[src/rtl/stock_manager_if.sv]
// stock_manager_if
//   Front-panel bus for stock_manager: keypad pulses and channel select in,
//   per-channel counts, entry value and status out.
//   master: keypad/switch side (drives sel, key_edge)
//   slave : stock_manager (drives rest, room, operand, done, err)
//   rest/room pack channel i at [i*CNT_W +: CNT_W].
interface stock_manager_if #(
    parameter int CH    = 4,
    parameter int CNT_W = 4,
    parameter int OP_W  = CNT_W + 4
);
    logic [CH-1:0]       sel;
    logic [15:0]         key_edge;
    logic [CH*CNT_W-1:0] rest;
    logic [CH*CNT_W-1:0] room;
    logic [OP_W-1:0]     operand;
    logic                done;
    logic                err;

    modport master (output sel, key_edge, input rest, room, operand, done, err);
    modport slave  (input sel, key_edge, output rest, room, operand, done, err);
endinterface

[src/rtl/stock_manager.sv]
// stock_manager
//   Per-channel stock counters driven by keypad entry. Digits build a decimal
//   operand; A adds it, B takes it, D refills, C clears. The command acts on
//   the channel picked by the one-hot sel switches.
//   Ports: clk, rst_n (async, active low), bus (stock_manager_if.slave).
//   Optional feature macro: STOCK_SATURATE_EN -- oversized add/take clamp the
//   count to CAPACITY/0 instead of raising err.

// One counter lane. Evaluates whether the operand fits this channel and
// commits the new count when the top-level asserts go.
module stock_lane #(
    parameter int CNT_W    = 4,
    parameter int CAPACITY = 15,
    parameter int OP_W     = CNT_W + 4,
    parameter bit SAT      = 1'b0
) (
    input  logic             clk,
    input  logic             rst_n,
    input  logic             go,
    input  logic [1:0]       op,       // 0 add, 1 take, 2 fill
    input  logic [OP_W-1:0]  operand,
    output logic [CNT_W-1:0] rest,
    output logic [CNT_W-1:0] room,
    output logic             fits
);
    localparam logic [CNT_W-1:0] CAP = CNT_W'(CAPACITY);

    logic [OP_W:0]      ext_op, ext_rest, ext_room;
    logic [CNT_W-1:0]   nxt;

    assign room     = CAP - rest;
    // Compare one bit wider than the operand so nothing can wrap.
    assign ext_op   = (OP_W+1)'(operand);
    assign ext_rest = (OP_W+1)'(rest);
    assign ext_room = (OP_W+1)'(room);

    always_comb begin
        fits = 1'b1;
        nxt  = rest;
        case (op)
            2'd0: begin
                fits = (ext_op <= ext_room);
                // Low bits are exact whenever the operand fits.
                nxt  = fits ? rest + operand[CNT_W-1:0] : CAP;
            end
            2'd1: begin
                fits = (ext_op <= ext_rest);
                nxt  = fits ? rest - operand[CNT_W-1:0] : '0;
            end
            2'd2:    nxt = CAP;
            default: nxt = rest;
        endcase
    end

    always_ff @(posedge clk or negedge rst_n) begin
        if (!rst_n)                    rest <= CAP;
        else if (go && (fits || SAT))  rest <= nxt;
    end
endmodule

module stock_manager #(
    parameter int CH       = 4,
    parameter int CNT_W    = 4,
    parameter int CAPACITY = 15,
    parameter int OP_W     = CNT_W + 4
) (
    input  logic clk,
    input  logic rst_n,
    stock_manager_if.slave bus
);
`ifdef STOCK_SATURATE_EN
    localparam bit SAT = 1'b1;
`else
    localparam bit SAT = 1'b0;
`endif

    typedef enum logic [1:0] {IDLE, ENTRY, APPLY, ERR} state_t;
    typedef enum logic [1:0] {OP_ADD = 2'd0, OP_TAKE = 2'd1, OP_FILL = 2'd2} op_t;

    state_t            state, state_n;
    op_t               opc, opc_n;
    logic [OP_W-1:0]   operand, operand_n;
    logic              done, done_n;

    logic [CH-1:0][CNT_W-1:0] rest_a, room_a;
    logic [CH-1:0]            fits, go;

    // Key decode: anything other than a single set bit is ignored.
    logic              key_one, is_digit, is_a, is_b, is_c, is_d;
    logic [3:0]        digit;
    logic [OP_W+3:0]   acc;

    assign key_one  = $onehot(bus.key_edge);
    assign is_digit = key_one && (|bus.key_edge[9:0]);
    assign is_a     = key_one && bus.key_edge[10];
    assign is_b     = key_one && bus.key_edge[11];
    assign is_c     = key_one && bus.key_edge[12];
    assign is_d     = key_one && bus.key_edge[13];

    always_comb begin
        digit = '0;
        for (int i = 0; i < 10; i++)
            if (bus.key_edge[i]) digit = 4'(i);
    end

    // operand*10 + d fits in OP_W+4 bits for any OP_W-bit operand.
    assign acc = (OP_W+4)'(operand) * (OP_W+4)'(10) + (OP_W+4)'(digit);

    logic sel_ok, sel_fits;
    assign sel_ok   = $onehot(bus.sel);
    assign sel_fits = |(fits & bus.sel);

    always_comb begin
        state_n   = state;
        opc_n     = opc;
        operand_n = operand;
        done_n    = 1'b0;
        case (state)
            IDLE: begin
                if (is_digit) begin
                    operand_n = OP_W'(digit);
                    state_n   = ENTRY;
                end else if (is_a || is_b || is_d) begin
                    opc_n   = is_a ? OP_ADD : (is_b ? OP_TAKE : OP_FILL);
                    state_n = APPLY;
                end else if (is_c) begin
                    operand_n = '0;
                end
            end
            ENTRY: begin
                if (is_digit) begin
                    operand_n = (acc > (OP_W+4)'({OP_W{1'b1}})) ? {OP_W{1'b1}}
                                                                : OP_W'(acc);
                end else if (is_a || is_b || is_d) begin
                    opc_n   = is_a ? OP_ADD : (is_b ? OP_TAKE : OP_FILL);
                    state_n = APPLY;
                end else if (is_c) begin
                    operand_n = '0;
                    state_n   = IDLE;
                end
            end
            APPLY: begin
                // Keys arriving here are dropped on purpose.
                operand_n = '0;
                if (sel_ok && (sel_fits || SAT)) begin
                    done_n  = 1'b1;
                    state_n = IDLE;
                end else begin
                    state_n = ERR;
                end
            end
            ERR: begin
                if (is_c) begin
                    operand_n = '0;
                    state_n   = IDLE;
                end
            end
            default: state_n = IDLE;
        endcase
    end

    always_ff @(posedge clk or negedge rst_n) begin
        if (!rst_n) begin
            state   <= IDLE;
            opc     <= OP_ADD;
            operand <= '0;
            done    <= 1'b0;
        end else begin
            state   <= state_n;
            opc     <= opc_n;
            operand <= operand_n;
            done    <= done_n;
        end
    end

    genvar g;
    generate
        for (g = 0; g < CH; g++) begin : g_lane
            assign go[g] = (state == APPLY) && sel_ok && bus.sel[g];
            stock_lane #(
                .CNT_W(CNT_W), .CAPACITY(CAPACITY), .OP_W(OP_W), .SAT(SAT)
            ) u_lane (
                .clk     (clk),
                .rst_n   (rst_n),
                .go      (go[g]),
                .op      (opc),
                .operand (operand),
                .rest    (rest_a[g]),
                .room    (room_a[g]),
                .fits    (fits[g])
            );
        end
    endgenerate

    assign bus.rest    = rest_a;
    assign bus.room    = room_a;
    assign bus.operand = operand;
    assign bus.done    = done;
    assign bus.err     = (state == ERR);
endmodule

[src/flat_wrapper.sv]
// flat-port wrapper written by rule: the top's interface ports become plain ports
module stock_manager_flat 
#(
    parameter int CH       = 4,
    parameter int CNT_W    = 4,
    parameter int CAPACITY = 15,
    parameter int OP_W     = CNT_W + 4
)
  (clk, rst_n, bus_sel, bus_key_edge, bus_rest, bus_room, bus_operand, bus_done, bus_err);
  stock_manager_if #(.CH(CH), .CNT_W(CNT_W), .OP_W(OP_W)) bus_i ();
  input  logic clk;
  input  logic rst_n;
  input wire logic [$bits(bus_i.sel)-1:0] bus_sel;
  input wire logic [$bits(bus_i.key_edge)-1:0] bus_key_edge;
  output wire logic [$bits(bus_i.rest)-1:0] bus_rest;
  output wire logic [$bits(bus_i.room)-1:0] bus_room;
  output wire logic [$bits(bus_i.operand)-1:0] bus_operand;
  output wire logic [$bits(bus_i.done)-1:0] bus_done;
  output wire logic [$bits(bus_i.err)-1:0] bus_err;
  assign bus_i.sel = bus_sel;
  assign bus_i.key_edge = bus_key_edge;
  assign bus_rest = bus_i.rest;
  assign bus_room = bus_i.room;
  assign bus_operand = bus_i.operand;
  assign bus_done = bus_i.done;
  assign bus_err = bus_i.err;
  stock_manager #(.CH(CH), .CNT_W(CNT_W), .CAPACITY(CAPACITY), .OP_W(OP_W)) u_core (.clk(clk), .rst_n(rst_n), .bus(bus_i));
endmodule
[config.mk]
export PLATFORM = sky130hd
export DESIGN_NAME = stock_manager_flat
export DESIGN_NICKNAME = d
export VERILOG_FILES = /design/src/rtl/stock_manager_if.sv /design/src/rtl/stock_manager.sv /design/src/flat_wrapper.sv
export SDC_FILE = /design/constraint.sdc
export NUM_CORES = 1
export LEC_CHECK = 0
export ABC_AREA = 1
export BUFFER_PORTS_ARGS = -buffer_cell sky130_fd_sc_hd__buf_2
export CAP_MARGIN = 20
export CORE_ASPECT_RATIO = 1.5
export CORE_MARGIN = 2
export CORE_UTILIZATION = 60
export DETAILED_ROUTE_END_ITERATION = 7
export GPL_TIMING_DRIVEN = 1
export HOLD_SLACK_MARGIN = 0.03
export PLACE_DENSITY = 0.86
export SYNTH_ARGS = -nofsm -noshare
export SYNTH_HDL_FRONTEND = slang
export SYNTH_SLANG_ARGS = --single-unit
[constraint.sdc]
create_clock -name clk -period 3.4 [get_ports clk]
set_input_delay 0 -clock clk [delete_from_list [all_inputs] [get_ports clk]]
set_output_delay 0 -clock clk [all_outputs]
set_load 0.05 [all_outputs]
# == After elaboration in Yosys (flattened, before gate mapping) ==
# Index checks and enable logic that the tools add are counted.
# classes
n_addsub,31
multipliers,1
order_cmp,9
n_eq_ne,9
mux,42
bitwise_logic,2
n_reduce_logical,29
# op_table
cell,count
less-or-equal comparator 8 x 4 -> 1 bit,8
two-way mux 4 bit,16
one-hot mux 4 bit (3 select lines),4
two-way mux 8 bit,5
adder 5 bit,7
one-hot mux 8 bit (4 select lines),1
adder 1 x 1 -> 2 bit,10
adder 4 bit,4
two-way mux 2 bit,8
subtractor 4 bit,4
subtractor 4 bit (first input constant),4
logical AND 1 bit,15
adder 12 x 4 -> 12 bit,1
greater-than comparator 12 x 8 -> 1 bit (second input constant),1
multiplier 8 x 3 -> 11 bit (second input constant),1
AND reduction 2 bit,5
OR reduction 10 bit,1
one-hot mux 1 bit (2 select lines),4
one-hot mux 2 bit (4 select lines),1
equality test 2 bit (second input constant),3
equality test 5 x 1 -> 1 bit (second input constant),1
AND 4 bit,1
equality test 2 x 1 -> 1 bit (second input constant),2
zero test 2 bit,2
other kinds (11),14
# word_totals
register_bits,29
input_bits,22
out_inout_bits,42
word_cells,131

# == Longest topological paths before layout ==
# Gate-level depths: netlist (run 1).
# depth
depth_word,14
ltp_mapped,24
depth_no_buf,24

# == Hierarchy ==
# A second synthesis (run 1) with hierarchy kept.
# hier_totals
cells_unflattened,774
hier_area_um2,5273.8
# by_module_without_submodules
module,instances,cells_per_inst,area_per_inst_um2,seq_area_each_um2
stock_lane (u_core.g_lane[0].u_lane ...),3,123,832.0,105.1
stock_manager,1,280,1950.6,325.3
stock_lane (u_core.g_lane[3].u_lane),1,125,827.0,105.1

# == Worst setup path before layout (run 1) ==
# OpenSTA, ideal clock, no wires.
# synth_timing
path_type,input to register
from,input bus_key_edge[1]
to,register u_core.operand[4] (netlist: u_core.bus.operand[4])
setup_time_ps,125
arrival_time_ps,3919
required_ps,3275
setup_slack_ps,-644
cell_stages,20
path_buffers,0
path_cell_list,inv_1 ha_1 inv_1 fa_1 fa_1 fa_1 inv_1 fa_1 ha_1 fa_1 nor2_1 nand3b_1 a21oi_1 nand2_1 nor2_2 inv_2 nand2_1 o21ai_1 a22oi_1 nand2_1
# synth_between
elab_chain_cells,14
word_cells_on_any_way,30
classes_between,add/sub: 5; order compare: 1; eq/ne: 1; mux: 15; reduce/logical: 8
# synth_lines
item,line_no,rtl
start: declaration,flat_wrapper.sv:14,input wire logic [$bits(bus_i.key_edge)-1:0] bus_key_edge;
two-way mux 1 bit,stock_manager.sv:103,if (bus.key_edge[i]) digit = 4'(i);
two-way mux 4 bit (8 in a row),stock_manager.sv:103,
adder 12 x 4 -> 12 bit,stock_manager.sv:107,assign acc = (OP_W+4)'(operand) * (OP_W+4)'(10) + (OP_W+4)'(digit);
greater-than comparator 12 x 8 -> 1 bit,stock_manager.sv:132,operand_n = (acc > (OP_W+4)'({OP_W{1'b1}})) ? {OP_W{1'b1}}
two-way mux 8 bit,stock_manager.sv:132,
two-way mux 8 bit,stock_manager.sv:131,if (is_digit) begin
one-hot mux 8 bit (4 select lines) (*),stock_manager.sv:118,case (state)
net u_core.operand_n[4],stock_manager.sv:82,"logic [OP_W-1:0] operand, operand_n;"
end signal: assignment,stock_manager.sv:171,operand <= operand_n;
end: declaration,stock_manager.sv:82,
# The timed path passes the listed nets; every way through them passes the cells marked *.
# A chain may end at the register's enable or synchronous reset.

# == Final worst setup path (run 1) ==
# layout_timing
from,input bus_key_edge[4]
to,register u_core.operand[1] (netlist: u_core.bus.operand[1])
# layout_between
elab_chain_cells,11
word_cells_on_any_way,27
classes_between,add/sub: 5; order compare: 1; eq/ne: 1; mux: 12; reduce/logical: 8
# layout_lines
item,line_no,rtl
adder 1 x 1 -> 2 bit (not written as such) or two-way mux 4 bit (tied branches),"stock_manager.sv:93, stock_manager.sv:103",
adder 5 bit (not written as such) or two-way mux 4 bit (tied branches) (3 in a row),"stock_manager.sv:93, stock_manager.sv:103",
equality test 5 x 1 -> 1 bit or two-way mux 4 bit (tied branches),"stock_manager.sv:93, stock_manager.sv:103",
"logical AND 1 bit, or another cell as far along",stock_manager.sv:95,assign is_a = key_one && bus.key_edge[10];
logical OR 1 bit or adder 12 x 4 -> 12 bit (tied branches),"stock_manager.sv:123, stock_manager.sv:134, stock_manager.sv:107",
logical OR 1 bit or greater-than comparator 12 x 8 -> 1 bit (tied branches),"stock_manager.sv:123, stock_manager.sv:134, stock_manager.sv:132",
two-way mux 8 bit (on tied branches),--,
two-way mux 8 bit (on tied branches),"stock_manager.sv:131, stock_manager.sv:120",
one-hot mux 8 bit (4 select lines) (*),stock_manager.sv:118,
net u_core.operand_n[1],stock_manager.sv:82,
# Marked as above.

==> results of run 1 <==
worst min-delay path by stage:
| stage | to | slack, ps | depth (start not counted) | start |
|---|---|---|---|---|
| 4_1_cts | u_core.opc[0] | 40 | 3 | bus_key_edge[10] |
| 3_5_place_dp | u_core.opc[0] | 80 | 1 | rst_n |
| 6_report | u_core.opc[0] | 40 | 3 | bus_key_edge[10] |
| 5_1_grt | u_core.opc[0] | 50 | 3 | bus_key_edge[10] |
| 2_1_floorplan | u_core.bus.done | -300 | 0 | rst_n |
| 3_3_place_gp | u_core.opc[0] | 70 | 1 | rst_n |
power groups by stage:
stage | registers [uW] | clock network [uW] | logic [uW]
after floorplan | 1110 | 0 | 2490
after global placement | 712 | 0 | 3600
after detailed placement | 722 | 0 | 3740
after CTS | 717 | 386 | 3830
after global routing | 756 | 397 | 4480
final | 733 | 386 | 4090
routing by layer:
metal | up-vias | global-route usage [%] | part of all wire, %
li1 | 2043 | - | -
met1 | 2039 | 29.1 | 36
met2 | 173 | 57.1 | 55
met3 | 47 | 4.40 | 4.8
met4 | 0 | 13.3 | 4.1
met5 | - | 0 | 0
stage by stage:
step,hold WS [ps],worst slack (ps)
2_1_floorplan,-296,-452
3_3_place_gp,67.3,-768
3_5_place_dp,81.6,-918
4_1_cts,36.6,-479
5_1_grt,45.6,-755
6_report,41.5,-563
cell usage in the layout, fill, tap and decap left out, types with 3 or more instances in the layout:
master / count
fa_2: 3
buf_6: 4
xor2_1: 14
o21ai_1: 5
buf_4: 33
ha_4: 8
fa_1: 19
o21ai_0: 35
buf_2: 53
o31ai_1: 7
o21ai_2: 4
a21oi_1: 36
dfrtp_1: 13
nor2_1: 30
nor2_4: 6
nand3_2: 4
dfstp_2: 16
nor3_1: 4
nand2_1: 103
inv_1: 89
xnor2_1: 7
clkbuf_8: 5
o211ai_1: 5
ha_1: 81
nand2_4: 4
inv_2: 18
nand2_2: 7
nand3_1: 18
inv_4: 4
kinds of logic (layout without fill, tap and decap cells):
family / Yosys count / in the layout / share of synthesized area (%)
adders and majority gates: 112 / 112 / 35.2
DFF: 29 / 29 / 16.7
buffers and inverters: 120 / 216 / 10.7
xor gates and xnor gates: 21 / 21 / 4.13
and+or+nand+nor: 186 / 186 / 18.6
muxes: 2 / 2 / 0.449
AOI/OAI and AO/OA: 108 / 108 / 14.2
area by class of cell:
class	instances	area [sq um]
clock inverters	3	46.3
fillers	519	1740
inverters	115	453
flip-flops and latches	29	746
multi-input cells	429	3450
clock buffers	5	68.8
repair buffers	93	598
well taps	100	125
registers in the layout, indices dropped and copies added (netlist names):
register,count
u_core.opc,2
u_core.bus.done,1
u_core.bus.operand,8
u_core.state,2
u_core.g_lane.u_lane.rest,16
worst max-delay path: stages:
cell and delay [ps]:
buf_8 90, inv_6 30, ha_4 240, inv_2 40, fa_2 380, fa_1 510
fa_1 520, inv_1 50, fa_1 490, ha_2 200, fa_1 420, nor2_1 120
nand3b_1 100, a21oi_2 130, nand2_2 110, nor2_4 160, inv_4 70, nand2_4 90
buf_4 110, o21ai_0 110, a21boi_1 190
repair_timing:
item / 4_1_cts / 5_1_grt
hold endpoints to repair: 13 / 0
hold buffers: 1 / 0
setup endpoints to repair: 12 / 12
gates resized for setup: 23 / 30
setup buffers: 4 / 4
pin swaps: 11 / 14
==> qor.yml, run 1 <==
netSwitchingPower_uw: 3100
hold_path_class: "in2reg"
firstDrtPassIters: 6
start_util_pct: 61.6
reg2reg_from: "u_core.bus.operand[2]"
finalWorstSetupSlack_ps: -563
postLayoutCoreUtil_pct: 76.0
finalSetupViolCount: 12
crit_arrival_ps: 4160
die_x_um: 74.4
area.growth.synth_to_final_pct: 23.2
yosysWarnings: 0
hold_viol_final: 0
avgViaCountPerCell: 5.56
p_total_uw: 5210
drc: 0
vias: 4302
slew_headroom_pct: 48.8
yosys.cell_types.count: 46
drt_iter0_drc: 283
antenna_cells: 0
clkPwrFrac_pct: 7.4
netlist.area_leader.share_pct: 25.3
syn_nets: 712
synth_top_area_cell: "ha_1"
gr-total-overflow: 0
peakVddDrop_v: 0.000395
io_buffers: 63
synth_common_cells: "110 x nand2_1, 108 x inv_1, 90 x ha_1, 38 x o21ai_0, 37 x a21oi_1"
crit_end: "u_core.bus.operand[1]"
dp.cells: 757
nNetsFinal: 807
core_sq_um: 7230
grt_max_degree: 30
tns_ps: -5800
worst_pin_slew_ps: 766
ys.flop_type: "dfstp_2"
antenna_found_initial: 0
rows: 38
status: "finished with violations"
io_pins: 64
fin_cells: 774
combinationalPowerShare_pct: 78.5
cp-startpoint: "bus_key_edge[4]"
grt_pass1_wl_um: 18300
grt_setup_unrepaired: "yes"
yosysMostFrequentCell: "nand2_1"
synth_edf_count: 0
r2r_slack_ps: 640
stdcell_area_sq_um: 5490
die_h_um: 110
ant_nets: 0
finalCriticalPeriod_ps: 3960
insertion_delay_ps: 310
cap_violations: 0
place_area_sq_um: 5130
cp_max_fo: 5
synth.area.top_cells: "ha_1 25%, fa_1 9.9%, dfstp_2 9.4%"
powerDensity_nw_per_um2: 948
violations: "setup timing"
drv_slew: 0
p_leak_uw: 0.00291
cts_tree: "built"
ys_seq_area_share_pct: 16.7
layout-drive-gt1-share_pct: 28.3
power_frac_seq_pct: 14.1
synth.cell_area_sq_um: 4450
p_int_uw: 2100
clockBufferDepth: 2
grt_util_all_layers_pct: 29.2
gp_congestion: 0.932
wire_per_inst_um: 15.2
cts_root_buf: "clkbuf_8"
max_freq_mhz: 252
synth-async-reset-ratio_pct: 100
avgSynthCellArea_sq_um: 7.71
ys_seq_elements: 29
die_area_sq_um: 8140
drt_wl_total_um: 11800
critPathKind: "in2reg"
ff2ff_path_depth: 12
fin_skew_ps: 7.91
hpwlAfterDp_um: 8970
cts_made_buffers: 5
cts_sinks: 29
r2r-end: "u_core.bus.operand[6]"
worstPathRequired_ps: 3600
end_kind: "flip-flop"
switching_share_pct: 59.6
htree_levels: 2
syn_inst: 578
grt_pass1_vias: 4282
period_share_pct: 117
cts.clk_slew.worst_paths_ps: 80
startpoint_type: "input pin"
Power figures use the tool's default switching activity.
==> run 2, diff against run 1 <==
--- a/config.mk
+++ b/config.mk
@@ -14,7 +14,7 @@
 export DETAILED_ROUTE_END_ITERATION = 7
 export GPL_TIMING_DRIVEN = 1
 export HOLD_SLACK_MARGIN = 0.03
-export PLACE_DENSITY = 0.86
+export PLACE_DENSITY_LB_ADDON = 0.12
 export SYNTH_ARGS = -nofsm -noshare
 export SYNTH_HDL_FRONTEND = slang
 export SYNTH_SLANG_ARGS = --single-unit
==> run 2 against run 1 <==
  * Largest cell class unchanged
  * Critical path depth is the same
  * Clock power shrank 15%
  * Power shrank 1.7%
  * Die area is the same
  * Clock skew grew 3.1 ps
  * Wire length shrank 1.3%
  * Sequential share of layout area shrank 0.052 points
  * Utilization grew 0.29 points
  * Register-to-register slack lost 30 ps
  * Clock-buffer cell count grew 1
  * Cell count shrank 0.26%
  * The run still ends with setup timing left
==> qor.yml, run 2 (synthesized netlist as in run 1, its figures left out) <==
status: "finished with violations"
violations: "setup timing"
cap_violations: 0
peakVddDrop_v: 0.000531
drt_wl_total_um: 11600
io_pins: 64
cts.clk_slew.worst_paths_ps: 70
r2r_slack_ps: 610
rows: 38
start_util_pct: 61.6
reg2reg_from: "u_core.bus.operand[2]"
p_int_uw: 2030
critPathKind: "in2reg"
min_from: "bus_key_edge[10]"
cp_slowest_cell: "fa_1"
clockBufferDepth: 2
wire_per_inst_um: 15.1
slew_headroom_pct: 53.2
ant_nets: 0
antenna_found_initial: 0
startpoint_type: "input pin"
worstPathBufferInverterCount: 6
drv_slew: 0
die_area_sq_um: 8140
core_sq_um: 7230
grt_util_all_layers_pct: 29.6
tns_ps: -6220
cp_max_fo: 5
cts_sinks: 29
worstPathRequired_ps: 3580
netSwitchingPower_uw: 3080
fillers: 565
max_stage_delay_ps: 530
drt_iter0_drc: 160
cts_tree: "built"
antenna_cells: 0
gp_congestion: 0.919
grt_pass1_wl_um: 18400
final_common_cell: "nand2_1"
switching_share_pct: 60.3
io_buffers: 63
max_freq_mhz: 253
cp-startpoint: "bus_key_edge[4]"
end_kind: "flip-flop"
top_register: "u_core.g_lane.u_lane.rest"
fin_skew_ps: 11.0
gr-total-overflow: 0
insertion_delay_ps: 310
avgViaCountPerCell: 5.41
multi_input_area_sq_um: 3500
firstDrtPassIters: 6
critPathMostFrequentCell: "fa_1"
postLayoutCoreUtil_pct: 76.2
hold_path_class: "in2reg"
die_h_um: 110
finalSetupViolCount: 12
finalCriticalPeriod_ps: 3950
grt_setup_unrepaired: "yes"
layout_common_cells: "98 x nand2_1, 86 x inv_1, 79 x ha_1"
die_x_um: 74.4
cts_made_buffers: 5
reg_top3: "u_core.g_lane.u_lane.rest: 16 flops, u_core.bus.operand: 8 flops"
layout-drive-gt1-share_pct: 29.3
crit_path_cell_trace: "buf_8, inv_4, ha_4, inv_2, fa_2, fa_1, fa_1, inv_2, fa_1, ha_2, fa_1, nor2_2, nand3b_1, a21oi_2, nand2_2, nor2_4, inv_2, nor2_1, inv_1, o21ai_0, a21oi_1"
cts_root_buf: "clkbuf_8"
p_leak_uw: 0.00293
worst_pin_slew_ps: 700
hold_viol_final: 0
timing.hold.ws_ps: 39.2
drc: 0
grt_max_degree: 30
hpwlAfterDp_um: 9090
crit_arrival_ps: 4130
nNetsFinal: 805
largest_reg_flops: 16
seq_area_sq_um: 746
area.growth.synth_to_final_pct: 23.7
crit_family: "adder cells"
finalWorstSetupSlack_ps: -549
htree_levels: 2
vias: 4175
period_share_pct: 116
p_total_uw: 5120
grt_pass1_vias: 4273
powerDensity_nw_per_um2: 929
clkPwrFrac_pct: 6.4
power_frac_seq_pct: 14.3
combinationalPowerShare_pct: 79.3
==> run 2: cell types whose count changed in the layout (fill, tap and decap cells not counted), sizes merged <==
| cell | change |
|---|---|
| buf | -2 |
| bufinv | -1 |
| clkbuf | +1 |
| clkinvlp | -1 |
| inv | +1 |
==> run 2: what timing repair did <==
action	in CTS	in global routing
gates resized for setup	29	34
endpoints found under the hold margin	13	0
setup endpoints to repair	12	12
hold buffers	1	0
pin swaps	9	21
setup buffers	3	5
==> run 2: metal layers <==
layer	vias to the layer above	track usage (%)	wire length (um)
met5	-	0	0
met4	0	16.2	431
met3	39	3.67	473
met2	148	57.4	6610
met1	1957	29.3	4110
li1	2031	-	-
==> run 2: area by class of cell <==
cell class | instances | area share (%)
multi-input combinational | 429 | 63.5
timing repair buffer | 91 | 10.7
clock buffer | 6 | 1.50
inverter | 115 | 8.29
sequential | 29 | 13.5
tap | 100 | 2.27
clock inverter | 2 | 0.250
==> run 2: power by group through the flow <==
stage	registers [uW]	clock network (uW)	logic, uW
2_1_floorplan	1110	0	2490
3_3_place_gp	721	0	3640
3_5_place_dp	730	0	3720
4_1_cts	724	329	3820
5_1_grt	756	340	4460
6_report	730	328	4060
==> run 2: per-stage QoR <==
step / setup slack (ps) / instance area (sq um) / std cells
floorplan: -452 / 4570 / 578
global placement: -781 / 5110 / 755
detailed placement: -931 / 5110 / 755
CTS: -530 / 5340 / 767
global route: -724 / 5510 / 772
finish: -549 / 5510 / 772
==> run 2: worst min-delay path: stages <==
cell     delay [ps]
buf_2           110
buf_4           120
o31ai_2          60
==> run 2: final timing paths <==
check | to | cells after the start
max | u_core.state[1] | 21
min | u_core.opc[0] | 3
max reg2reg | u_core.state[1] | 14
min reg2reg | u_core.g_lane[3].u_lane.rest[3] | 2
max in group asynchronous | u_core.bus.done | 2
min in group asynchronous | u_core.bus.operand[3] | 2
==> run 3, diff against run 2 <==
--- a/config.mk
+++ b/config.mk
@@ -15,6 +15,7 @@
 export GPL_TIMING_DRIVEN = 1
 export HOLD_SLACK_MARGIN = 0.03
 export PLACE_DENSITY_LB_ADDON = 0.12
+export RECOVER_POWER = 100
 export SYNTH_ARGS = -nofsm -noshare
 export SYNTH_HDL_FRONTEND = slang
 export SYNTH_SLANG_ARGS = --single-unit
==> run 3 against run 2 <==
  * The flow finishes with violations (capacitance limit, slew limit, setup timing)
  * Cell count stayed put
  * Power is 2.3% lower
  * Worst hold slack worse by 1.1 ps
  * Utilization is 1.5 points lower
  * Sequential power hardly changed
==> qor.yml, run 3 (synthesized netlist as in run 1, its figures left out) <==
grt_util_all_layers_pct: 29.6
finalSetupViolCount: 12
io_buffers: 63
critPathMostFrequentCell: "fa_1"
slew_headroom_pct: -6.40
antenna_found_initial: 0
top_register: "u_core.g_lane.u_lane.rest"
final_common_cell: "nand2_1"
cts_tree: "built"
drt_iter0_drc: 158
use_met2_pct: 57.4
nNetsFinal: 805
timing.hold.ws_ps: 38.0
dp.cells: 755
grtUsageMet3_pct: 3.67
cts.clk_slew.worst_paths_ps: 70
crit_arrival_ps: 4140
die_x_um: 74.4
grt_setup_unrepaired: "yes"
vias: 4160
wire_per_inst_um: 15.1
end_kind: "flip-flop"
cts_sinks: 29
period_share_pct: 116
finalWorstSetupSlack_ps: -544
grt.busiest_layer: "met2"
hold_viol_final: 0
drt_wl_total_um: 11600
cts_made_buffers: 5
drc: 0
worst_pin_slew_ps: 1600
p_total_uw: 5000
fin_cells: 772
rows: 38
cts_root_buf: "clkbuf_8"
drv_slew: 30
clockBufferDepth: 2
gr-total-overflow: 0
cp_slowest_cell: "fa_1"
startpoint_type: "input pin"
critPathKind: "in2reg"
layout_common_cells: "99 x nand2_1, 87 x inv_1, 79 x ha_1"
area.growth.synth_to_final_pct: 21.3
grt_use_met1_pct: 29.3
tns_ps: -6230
cap_violations: 1
hold_path_class: "in2reg"
grt_pass1_vias: 4273
powerDensity_nw_per_um2: 926
grt_pass1_wl_um: 18400
io_pins: 64
reg_top3: "u_core.g_lane.u_lane.rest: 16 flops, u_core.bus.operand: 8 flops"
p_leak_uw: 0.00279
finalCriticalPeriod_ps: 3940
postLayoutCoreUtil_pct: 74.8
avgViaCountPerCell: 5.39
crit_path_cell_trace: "buf_8, inv_4, ha_4, inv_2, fa_2, fa_1, fa_1, inv_2, fa_1, ha_2, fa_1, nor2_2, nand3b_1, a21oi_2, nand2_2, nor2_4, inv_2, nand2_4, o21ai_4, a22oi_2, nand2_1"
firstDrtPassIters: 4
antenna_cells: 0
cp_max_fo: 5
core_sq_um: 7230
status: "finished with violations"
die_area_sq_um: 8140
start_util_pct: 61.6
gp_congestion: 0.919
violations: "capacitance limit, slew limit, setup timing"
peakVddDrop_v: 0.000510
max_freq_mhz: 254
fin_skew_ps: 10.9
worstPathRequired_ps: 3590
layout-drive-gt1-share_pct: 21.4
hpwlAfterDp_um: 9090
die_h_um: 110
insertion_delay_ps: 310
largest_reg_flops: 16
max_stage_delay_ps: 530
ant_nets: 0
grt_max_degree: 30
htree_levels: 2
run 3: cell count changes in the layout (fill, tap and decap cells not counted), sizes merged:
| cell | before | now |
|---|---|---|
| buf | 90 | 47 |
| clkbuf | 6 | 49 |
run 3: area by class of cell:
cell class / instances / area (sq um)
multi-input combinational: 429 / 3450
clock buffer: 6 / 82.6
fill: 593 / 1820
sequential: 29 / 746
inverter: 115 / 457
tap: 100 / 125
timing repair buffer: 91 / 534
clock inverter: 2 / 13.8
run 3: path summary, 6_finish.rpt:
kind                            cells after the start  slack (ps)                         endpoint                            start
max in group asynchronous                           2        1840                  u_core.bus.done                            rst_n
worst min register to register                      2         510  u_core.g_lane[3].u_lane.rest[3]  u_core.g_lane[3].u_lane.rest[3]
worst max-delay path                               21        -540            u_core.bus.operand[4]                  bus_key_edge[4]
worst max register to register                     11         270  u_core.g_lane[0].u_lane.rest[2]            u_core.bus.operand[2]
worst min-delay path                                3          40                    u_core.opc[0]                 bus_key_edge[10]
min in group asynchronous                           2         630            u_core.bus.operand[3]                            rst_n
run 3: report_power, final:
| part | switching, uW | leakage (uW) | total, uW | internal (uW) |
|---|---|---|---|---|
| Clock | 163 | 0.0000512 | 327 | 164 |
| Sequential | 186 | 0.000338 | 733 | 547 |
| Combinational | 2700 | 0.00240 | 3940 | 1240 |
| Total | 3050 | 0.00279 | 5000 | 1950 |
run 3: through the flow:
| stage | setup WS [ps] | instance area (sq um) |
|---|---|---|
| after detailed placement | -931 | 5110 |
| after global placement | -781 | 5110 |
| after CTS | -530 | 5340 |
| after floorplan | -452 | 4570 |
| final | -544 | 5410 |
| after global routing | -724 | 5410 |
run 3: routing by layer:
layer	routed length (um)	vias to the layer above
met5	0	-
met4	448	0
met3	491	38
met2	6570	131
met1	4120	1958
li1	-	2033
run 3: worst max-delay path: cells and delay by family:
kind | cells | cell delay (ps)
and+or+nand+nor | 6 | 640
adders and majority gates | 7 | 2800
AOI/OAI and AO/OA | 3 | 400
buffers and inverters | 5 | 300
run 3: repair_timing:
action / in CTS / in global routing
endpoints found under the hold margin: 13 / 0
pin swaps: 9 / 21
gates resized for setup: 29 / 34
setup endpoints to repair: 12 / 12
hold buffers: 1 / 0
buffers inserted: 3 / 5
